<file path="config.mk">
export PLATFORM = sky130hd
export DESIGN_NAME = mem_read_arbiter
export DESIGN_NICKNAME = d
export VERILOG_FILES = /design/src/rtl/mem_arb_pkg.sv /design/src/rtl/rr_grant2.sv /design/src/rtl/mem_read_arbiter.sv
export SDC_FILE = /design/constraint.sdc
export NUM_CORES = 1
export LEC_CHECK = 0
export BUFFER_PORTS_ARGS = -buffer_cell sky130_fd_sc_hd__buf_2
export CORE_MARGIN = 3
export CORE_UTILIZATION = 47
export DETAILED_ROUTE_END_ITERATION = 12
export PLACE_DENSITY = 0.86
export SLEW_MARGIN = 20
export SYNTH_ARGS = -nofsm -noshare
export SYNTH_HDL_FRONTEND = slang
export SYNTH_SLANG_ARGS = --single-unit
</file>
<file path="constraint.sdc">
create_clock -name clock -period 1.9 [get_ports clock]
set_input_delay 0.19 -clock clock [delete_from_list [all_inputs] [get_ports clock]]
set_output_delay 0.19 -clock clock [all_outputs]
set_load 0.02 [all_outputs]
</file>
<file path="src/rtl/mem_arb_pkg.sv">
// Shared definitions for the two-requester memory read arbiter.
//   state_e      : arbiter FSM states (IDLE -> ISSUE -> WAIT -> RESP)
//   REQ_IF/REQ_LS: requester indices (instruction fetch / load-store)
//   DEF_XLEN     : default address/data width
//   DEF_TIMEOUT  : default response watchdog limit (cycles in WAIT)
//   req_onehot() : requester index to one-hot request vector
package mem_arb_pkg;

  typedef enum logic [1:0] {
    IDLE  = 2'd0,
    ISSUE = 2'd1,
    WAIT  = 2'd2,
    RESP  = 2'd3
  } state_e;

  localparam logic REQ_IF = 1'b0;
  localparam logic REQ_LS = 1'b1;

  localparam int unsigned DEF_XLEN    = 32;
  localparam int unsigned DEF_TIMEOUT = 64;

  function automatic logic [1:0] req_onehot(input logic idx);
    return idx ? 2'b10 : 2'b01;
  endfunction

endpackage

</file>
<file path="src/rtl/rr_grant2.sv">
// Combinational two-way round-robin picker.
//   valid[1:0]  : per-requester request valid (bit 0 = IF, bit 1 = LS)
//   last_grant  : index of the requester granted most recently
//   if_mask     : when high, the IF requester is not eligible
//   grant[1:0]  : one-hot grant (or 2'b00 when nothing is eligible)
module rr_grant2
  import mem_arb_pkg::*;
(
  input  logic [1:0] valid,
  input  logic       last_grant,
  input  logic       if_mask,
  output logic [1:0] grant
);

  logic [1:0] elig;

  always_comb begin
    elig  = {valid[REQ_LS], valid[REQ_IF] & ~if_mask};
    grant = 2'b00;
    if (elig == 2'b11) begin
      // Tie: the requester that did not win last time goes first.
      grant = req_onehot(~last_grant);
    end else begin
      grant = elig;
    end
  end

endmodule

</file>
<file path="src/rtl/mem_read_arbiter.sv">
// Shares one single-outstanding memory read port between instruction fetch
// (IF, index 0) and the load/store unit (LS, index 1).
//   clock, reset_n          : clock, asynchronous active-low reset
//   req_valid/req_ready[1:0]: per-requester handshake (ready is one-hot)
//   req_addr0/req_addr1     : IF / LS read address, sampled at acceptance
//   if_flush                : drop the current IF transaction's response
//   resp_valid[1:0]         : one-cycle response pulse to the owner
//   resp_err                : response is a watchdog timeout (data = 0)
//   resp_data               : response data, held between pulses
//   mem_req_valid/mem_addr  : one-cycle request pulse, address held to response
//   mem_resp_valid/mem_rdata: memory response pulse and data
//   err_spurious            : sticky, memory responded outside WAIT
module mem_read_arbiter
  import mem_arb_pkg::*;
#(
  parameter int unsigned XLEN    = DEF_XLEN,
  parameter int unsigned TIMEOUT = DEF_TIMEOUT
) (
  input  logic            clock,
  input  logic            reset_n,
  input  logic [1:0]      req_valid,
  output logic [1:0]      req_ready,
  input  logic [XLEN-1:0] req_addr0,
  input  logic [XLEN-1:0] req_addr1,
  input  logic            if_flush,
  output logic [1:0]      resp_valid,
  output logic            resp_err,
  output logic [XLEN-1:0] resp_data,
  output logic            mem_req_valid,
  output logic [XLEN-1:0] mem_addr,
  input  logic            mem_resp_valid,
  input  logic [XLEN-1:0] mem_rdata,
  output logic            err_spurious
);

  localparam int unsigned   TW       = $clog2(TIMEOUT);
  localparam logic [TW-1:0] TMO_LAST = TW'(TIMEOUT - 1);

  state_e          state_q, state_d;
  logic            last_grant_q, last_grant_d;
  logic            owner_q, owner_d;
  logic            drop_q, drop_d;
  logic [TW-1:0]   timer_q, timer_d;
  logic [XLEN-1:0] addr_q, addr_d;
  logic [XLEN-1:0] data_q, data_d;
  logic            err_q, err_d;
  logic            err_spurious_q, err_spurious_d;
  logic            ready_en_q, ready_en_d;

  logic [1:0]      grant;
  logic [TW-1:0]   timer_inc;
  logic            deliver;

  rr_grant2 u_grant (
    .valid      (req_valid),
    .last_grant (last_grant_q),
    .if_mask    (if_flush),
    .grant      (grant)
  );

  assign timer_inc = timer_q + TW'(1);

  always_comb begin
    state_d        = state_q;
    last_grant_d   = last_grant_q;
    owner_d        = owner_q;
    drop_d         = drop_q;
    timer_d        = timer_q;
    addr_d         = addr_q;
    data_d         = data_q;
    err_d          = err_q;
    // req_ready is combinational from req_valid; this flop holds it low
    // while reset is asserted without using reset_n as a data signal.
    ready_en_d     = 1'b1;
    err_spurious_d = err_spurious_q | (mem_resp_valid & (state_q != WAIT));
    req_ready      = 2'b00;
    mem_req_valid  = 1'b0;
    resp_valid     = 2'b00;
    resp_err       = 1'b0;
    deliver        = 1'b0;

    case (state_q)
      IDLE: begin
        req_ready = ready_en_q ? grant : 2'b00;
        if ((req_valid & req_ready) != 2'b00) begin
          owner_d      = req_ready[REQ_LS] ? REQ_LS : REQ_IF;
          addr_d       = req_ready[REQ_LS] ? req_addr1 : req_addr0;
          last_grant_d = owner_d;
          drop_d       = 1'b0;
          state_d      = ISSUE;
        end
      end

      ISSUE: begin
        mem_req_valid = 1'b1;
        timer_d       = '0;
        if (if_flush && (owner_q == REQ_IF)) drop_d = 1'b1;
        state_d       = WAIT;
      end

      WAIT: begin
        timer_d = timer_inc;
        if (if_flush && (owner_q == REQ_IF)) drop_d = 1'b1;
        if (mem_resp_valid) begin
          data_d  = mem_rdata;
          err_d   = 1'b0;
          state_d = RESP;
        end else if (timer_inc == TMO_LAST) begin
          // Watchdog: the response pulse lands TIMEOUT cycles after ISSUE.
          data_d  = '0;
          err_d   = 1'b1;
          state_d = RESP;
        end
      end

      RESP: begin
        // A flush arriving in the RESP cycle itself still suppresses the pulse.
        deliver    = !((owner_q == REQ_IF) && (drop_q || if_flush));
        resp_valid = deliver ? req_onehot(owner_q) : 2'b00;
        resp_err   = deliver & err_q;
        drop_d     = 1'b0;
        state_d    = IDLE;
      end

      default: state_d = IDLE;
    endcase
  end

  always_ff @(posedge clock or negedge reset_n) begin
    if (!reset_n) begin
      state_q        <= IDLE;
      last_grant_q   <= REQ_LS;
      owner_q        <= REQ_IF;
      drop_q         <= 1'b0;
      timer_q        <= '0;
      addr_q         <= '0;
      data_q         <= '0;
      err_q          <= 1'b0;
      err_spurious_q <= 1'b0;
      ready_en_q     <= 1'b0;
    end else begin
      state_q        <= state_d;
      last_grant_q   <= last_grant_d;
      owner_q        <= owner_d;
      drop_q         <= drop_d;
      timer_q        <= timer_d;
      addr_q         <= addr_d;
      data_q         <= data_d;
      err_q          <= err_d;
      err_spurious_q <= err_spurious_d;
      ready_en_q     <= ready_en_d;
    end
  end

  assign resp_data    = data_q;
  assign mem_addr     = addr_q;
  assign err_spurious = err_spurious_q;

endmodule

</file>
# After elaboration in Yosys (flattened, before gate mapping)
# Index checks and enable logic that the tools add are counted.
[classes] add_sub_neg=1 n_mul=0 n_div=0 n_lt_le_gt_ge=0 n_eq_ne=9 shift=0 mux=23 bitwise_logic=7 reduce_logical=13
[ops] operator="2-to-1 mux 32 bit" n=3
[ops] operator="2-to-1 mux 2 bit" n=10
[ops] operator="one-hot mux 6 bit (2 select lines)" n=1
[ops] operator="one-hot mux 2 bit (4 select lines)" n=1
[ops] operator="AND reduction 2 bit" n=4
[ops] operator="2-to-1 mux 1 bit" n=7
[ops] operator="adder 6 x 1 -> 6 bit, second input constant" n=1
[ops] operator="== test 2 bit, second input constant" n=3
[ops] operator="== test 6 bit, second input constant" n=1
[ops] operator="nonzero test 2 bit" n=3
[ops] operator="!= test 2 bit, second input constant" n=2
[ops] operator="bitwise AND 1 bit" n=3
[ops] operator="!= test 3 bit, second input constant" n=1
[ops] operator="one-hot mux 1 bit (3 select lines)" n=1
[ops] operator="bitwise AND 2 bit" n=1
[ops] operator="== test 2 x 1 -> 1 bit, second input constant" n=1
[ops] operator="logical AND 1 bit" n=2
[ops] operator="logical NOT 2 bit" n=1
[ops] operator="!= test 2 x 1 -> 1 bit, second input constant" n=1
[ops] operator="inverter 1 bit" n=2
[ops] operator="OR reduction 2 bit" n=1
[ops] operator="logical NOT 1 bit" n=1
[ops] operator="logical OR 1 bit" n=1
[ops] operator="OR 1 bit" n=1
[word_totals] reg_bits=78 latch_bits=0 ramBits=0 mem_bits_ro=0 inputBits=102 output_inout_bits=71 elab_cells=63 mem_count=0

# Logic depth before layout (Yosys ltp)
[depth] ltp_word=9 depth_mapped=8 mapped_depth_nobuf=6

# Hierarchy
# Synthesis repeated with hierarchy kept, for this count alone.
[unflattened] hier_cells=365 area_unflattened_um2=3747.3
[modules_own_cells] module="mem_read_arbiter" n_inst=1 cells_each=361 area_per_inst_um2=3723.6 seq_area_each_um2=1953.1
[modules_own_cells] module="rr_grant2" n_inst=1 cells_each=4 area_per_inst_um2=23.8 seq_area_each_um2=0.0

# Worst setup path before layout
# OpenSTA, ideal clock, no wires.
[synth_path] path_kind="register -> register" start="reg state_q[0]" end="reg data_q[10] (netlist: resp_data[10])" setup_ns=0.130 arrival_time_ns=1.433 required_ns=1.770 slack_ns=0.337 stages_incl_launch_ff=9 cell_sequence="dfrtp_1 -> inv_1 -> ha_1 -> buf_2 -> and2_1 -> buf_2 -> clkbuf_1 -> a22oi_1 -> o21ai_0"
[synth_via] elab_chain_len=2
[synth_rtl] element="start, declared" line_no="mem_read_arbiter.sv:39" text="state_e state_q, state_d;"
[synth_rtl] element="start signal, assigned" line_no="mem_read_arbiter.sv:142" text="state_q <= state_d;"
[synth_rtl] element="== test 2 bit" line_no="mem_read_arbiter.sv:82" text="case (state_q)"
[synth_rtl] element="AND reduction 2 bit (no line)"
[synth_rtl] element="end signal, assigned" line_no="mem_read_arbiter.sv:148" text="data_q <= data_d;"
[synth_rtl] element="end, declared" line_no="mem_read_arbiter.sv:45" text="logic [XLEN-1:0] data_q, data_d;"
# Every way passes these cells.
# A chain may end at the register's enable or synchronous reset.

# Worst setup path in the final report
[layout_path] start="reg timer_q[1]" end="reg data_q[27] (netlist: resp_data[27])"
[layout_via] elab_chain_len=4
[layout_rtl] element="start, declared" line_no="mem_read_arbiter.sv:43" text="logic [TW-1:0] timer_q, timer_d;"
[layout_rtl] element="start signal, assigned" line_no="mem_read_arbiter.sv:146" text="timer_q <= timer_d;"
[layout_rtl] element="adder 6 x 1 -> 6 bit" line_no="mem_read_arbiter.sv:61" text="assign timer_inc = timer_q + TW'(1);"
[layout_rtl] element="== test 6 bit" line_no="mem_read_arbiter.sv:108" text="end else if (timer_inc == TMO_LAST) begin"
[layout_rtl] element="nonzero test 2 bit (no line)"
[layout_rtl] element="AND reduction 2 bit (no line)"
# Every way passes these cells.

==> run summary <==
The flow ran to the end, and the final reports show no timing, DRC or antenna violations. The path category of the worst min-delay check was input port to flop. The synthesized net count was 476. Of the available clock period, the critical path in the final layout requires 92.3%.

173 I/O pins were placed. The run gives 9200 µm² as the area enclosed by the die boundary. The kind of end point of the critical path is a flop.

Setup violations remaining at the end of the flow were counted as 0. Share of final-layout standard cells stronger than drive strength 1: 37.9%. From left edge to right edge, the die measures 95.9 µm. The logs give 621 for the placed cell count and 3356 for the total number of vias. For the number of global-route vias before repair, the log shows 3239. After clock tree synthesis, the clock-pin slew on the worst setup and hold paths is 0.08 ns. Of all cell types, the one taking the most synthesized area is dfrtp_1. Averaged over all synthesized cells, the footprint is 10.3 µm². The max-cap check violation count is 0, and the weighted congestion reported at the end of routability-driven placement is 0.864. Counting every instance in the synthesized netlist gives 368.

In the post-route analysis, the smallest setup slack over all paths is 0.146 ns. The tools report the type of origin of the critical path as a flop. The logs give 0 ns for the aggregate negative setup slack and 642 for the final net count.

The required time at the endpoint of the critical path came out at 2.10 ns. Global routing used 3.83% of the available met3 tracks. At the later pin of the worst-skew pair, clock insertion delay measures 0.34 ns.

For the pin with the worst max-slew slack, the measured transition is 0.506 ns. Clock skew on the completed layout was measured at 0.0128 ns. The synthesized design contains 0 enable-type register cells. For this configuration, the core starts out at a cell density of 48.9%. The synthesized design devotes to its leading area cell type 50.7% of total area. In the global route stage, overall resource usage came out at 20.9%. The sequential cells in the finished layout cover a total of 1950 µm². Setup repair after global routing left no endpoint under its margin. Along the worst path, the maximum fanout reaches 32. The run gives 32 as the count of standard-cell rows. The count of different cell masters after synthesis is 43. After detailed routing, the number of vias per cell comes to 5.24. Summing every instance area after synthesis gives 3800 µm².

Final routed DRC violation total: 0. The number of clock buffers added by TritonCTS is 9. For the number of clock sinks seen by CTS, the log shows 78. The detail-routed net length per standard cell is 15.2 µm, and the count of final max-slew check failures is 0.

Sequential cells were found to cover 51.4% of the synthesized design area. The initial antenna violation count is 0, and the maximum clock frequency is 0.570 GHz. The detailed router finished its first iteration with 149 violations. Counting along the longest clock path gives a buffer depth of 2. Wires add up to 9.74 mm. After layout, the minimum clock period comes to 1.75 ns. Relative area change from synthesis to final layout: 30.9%. The logs give 0.710 mV for the largest voltage drop on the vdd net and 15.0 mm for the first-pass GRT wire length. The tools report the relative slew slack as 66.3%. The commonest non-fill, non-tap cell in the layout was buf_2. Yosys printed 0 warnings.

By area the synthesized netlist is led by dfrtp_1 (51%), mux2i_1 (8.7%), o21ai_0 (7.4%). In this design, the stage delay of the slowest critical-path cell is 0.41 ns. The post-detailed-placement half-perimeter wirelength was 7.00 mm; the post-synthesis register bit count was 78. Counting flops with an async set or reset pin after synthesis yields a share of 100%. The count of antenna-violating nets left after detailed routing came out at 0. Hold is met by 0.0762 ns. The tools report the maximum number of pins on one net before global-route repair as 67. The final-report hold violation count was 0; the count of buffers from port buffering was 172. At the worst endpoint, the arrival time is 1.95 ns.

The run gives 5 as the detailed-routing iteration count for the pre-antenna-repair pass. The leading register cell type out of synthesis was dfrtp_1. The cell sitting at the root of the clock tree is a clkbuf_8. The logs give 2.46 nW for the total leakage power and 1670 µm² for the multi-input combinational cell area. Once layout is complete, the cells apart from fillers number 640. The logs give 663 for the count of filler cells inserted in the layout and 0 for the overall overflow remaining after global route.

The highest-utilization routing layer at the global route stage was met2. The die is 95.9 µm tall. In the global route stage, met1 resource usage came out at 25.2%. Walking the worst path, the cells encountered are ha_1, xor2_1, and4_2, and2_4, o21ai_0. The critical path is of the flop to flop type. For this design the ratio of total power to cell area is 1520 nW/µm². 0 antenna diodes ended up in the layout. Slowest cell on the critical path: dfrtp_1. The H-tree generated during clock tree synthesis spans 3 levels.

TritonCTS built the clock tree. Leaving out fill and tap cells, the most frequent cells in the layout are buf_2 (171), dfrtp_1 (77), o21ai_0 (56). The core region area is 7770 µm², and the minimum setup slack after placement is 0.156 ns. In the global route stage, met2 resource usage came out at 36.2%.
-- critical path, delay by kind of cell, from the launching register on --
family / cells / cell delay [ns]
compound gates: 1 / 0.17
xor+xnor: 1 / 0.19
fa+ha+maj: 1 / 0.25
simple gates: 2 / 0.59
flops: 1 / 0.41
-- synthesized netlist by cell type, drive strengths merged, types with 2 or more instances --
cell type / instances
and2: 4
ha: 6
nand3: 3
dfrtp: 77
o21ai: 68
nor2: 2
a21oi: 2
nand2: 41
inv: 8
buf: 14
a21o: 5
mux2i: 33
nor3: 3
clkbuf: 13
nand2b: 34
o22ai: 2
a22oi: 32
xor2: 2
-- state kept, by name, indices dropped and copies added (netlist names) --
name	cells
owner_q	1
err_q	1
err_spurious	1
mem_addr	32
timer_q	6
ready_en_q	1
state_q	2
last_grant_q	1
drop_q	1
resp_data	32
-- final cells by class --
class	instances	area share [%]
clock buffers	11	2.84
clock inverters	4	0.956
inverters	8	0.604
multi-input cells	255	33.5
flip-flops and latches	78	39.3
well taps	102	2.57
repair buffers	182	20.3
-- path summary, 6_finish.rpt --
kind                                   startpoint                         to  slack [ns]  depth (start not counted)
setup / recovery           timer_q[1]$_DFFE_PN0P_  resp_data[27]$_DFFE_PN0P_        0.15                          5
hold / removal                       mem_rdata[6]   resp_data[6]$_DFFE_PN0P_        0.08                          3
setup reg to reg           timer_q[1]$_DFFE_PN0P_  resp_data[27]$_DFFE_PN0P_        0.15                          5
hold reg to reg            err_spurious$_DFF_PN0_     err_spurious$_DFF_PN0_        0.46                          1
max in group asynchronous                 reset_n   last_grant_q$_DFFE_PN1P_        0.86                          3
min in group asynchronous                 reset_n   resp_data[0]$_DFFE_PN0P_        0.36                          2
-- report_power, final --
part           total, mW  switching, mW  internal, mW
logic               3.49           2.15          1.34
clock network       1.22          0.585         0.632
registers           2.85          0.478          2.37
-- routing by layer --
metal	vias up	share of wire, %
met5	-	0
met4	0	1.5
met3	10	5.6
met2	105	52
met1	1610	40
li1	1631	-
-- kinds of logic (layout without fill, tap and decap cells) --
| kind of cell | Yosys count | in the layout | synth area share [%] |
|---|---|---|---|
| and+or+nand+nor | 92 | 92 | 12.6 |
| muxes | 33 | 33 | 8.69 |
| adders and majority gates | 6 | 6 | 1.98 |
| DFF | 78 | 78 | 51.4 |
| AOI/OAI and AO/OA | 120 | 120 | 19.6 |
| xor gates and xnor gates | 3 | 3 | 0.692 |
| buffers and inverters | 35 | 205 | 4.91 |
| other | 1 | 1 | 0.0987 |
-- per-stage QoR --
step / total power [mW] / util [%] / cell area, µm²
2_1_floorplan: 5.10 / - / 3800
3_3_place_gp: 6.16 / 60.9 / 4730
3_5_place_dp: 6.35 / 60.9 / 4730
4_1_cts: 7.58 / 63.5 / 4930
5_1_grt: 8.12 / 64.0 / 4970
6_report: 7.56 / 64.0 / 4970
-- timing repair --
action	CTS	global route
setup endpoints to repair	0	2
resized for setup	0	2
endpoints found under the hold margin	38	0
setup buffers	0	2
hold buffers	1	0
No activity file was read; power rests on OpenSTA's default activity.
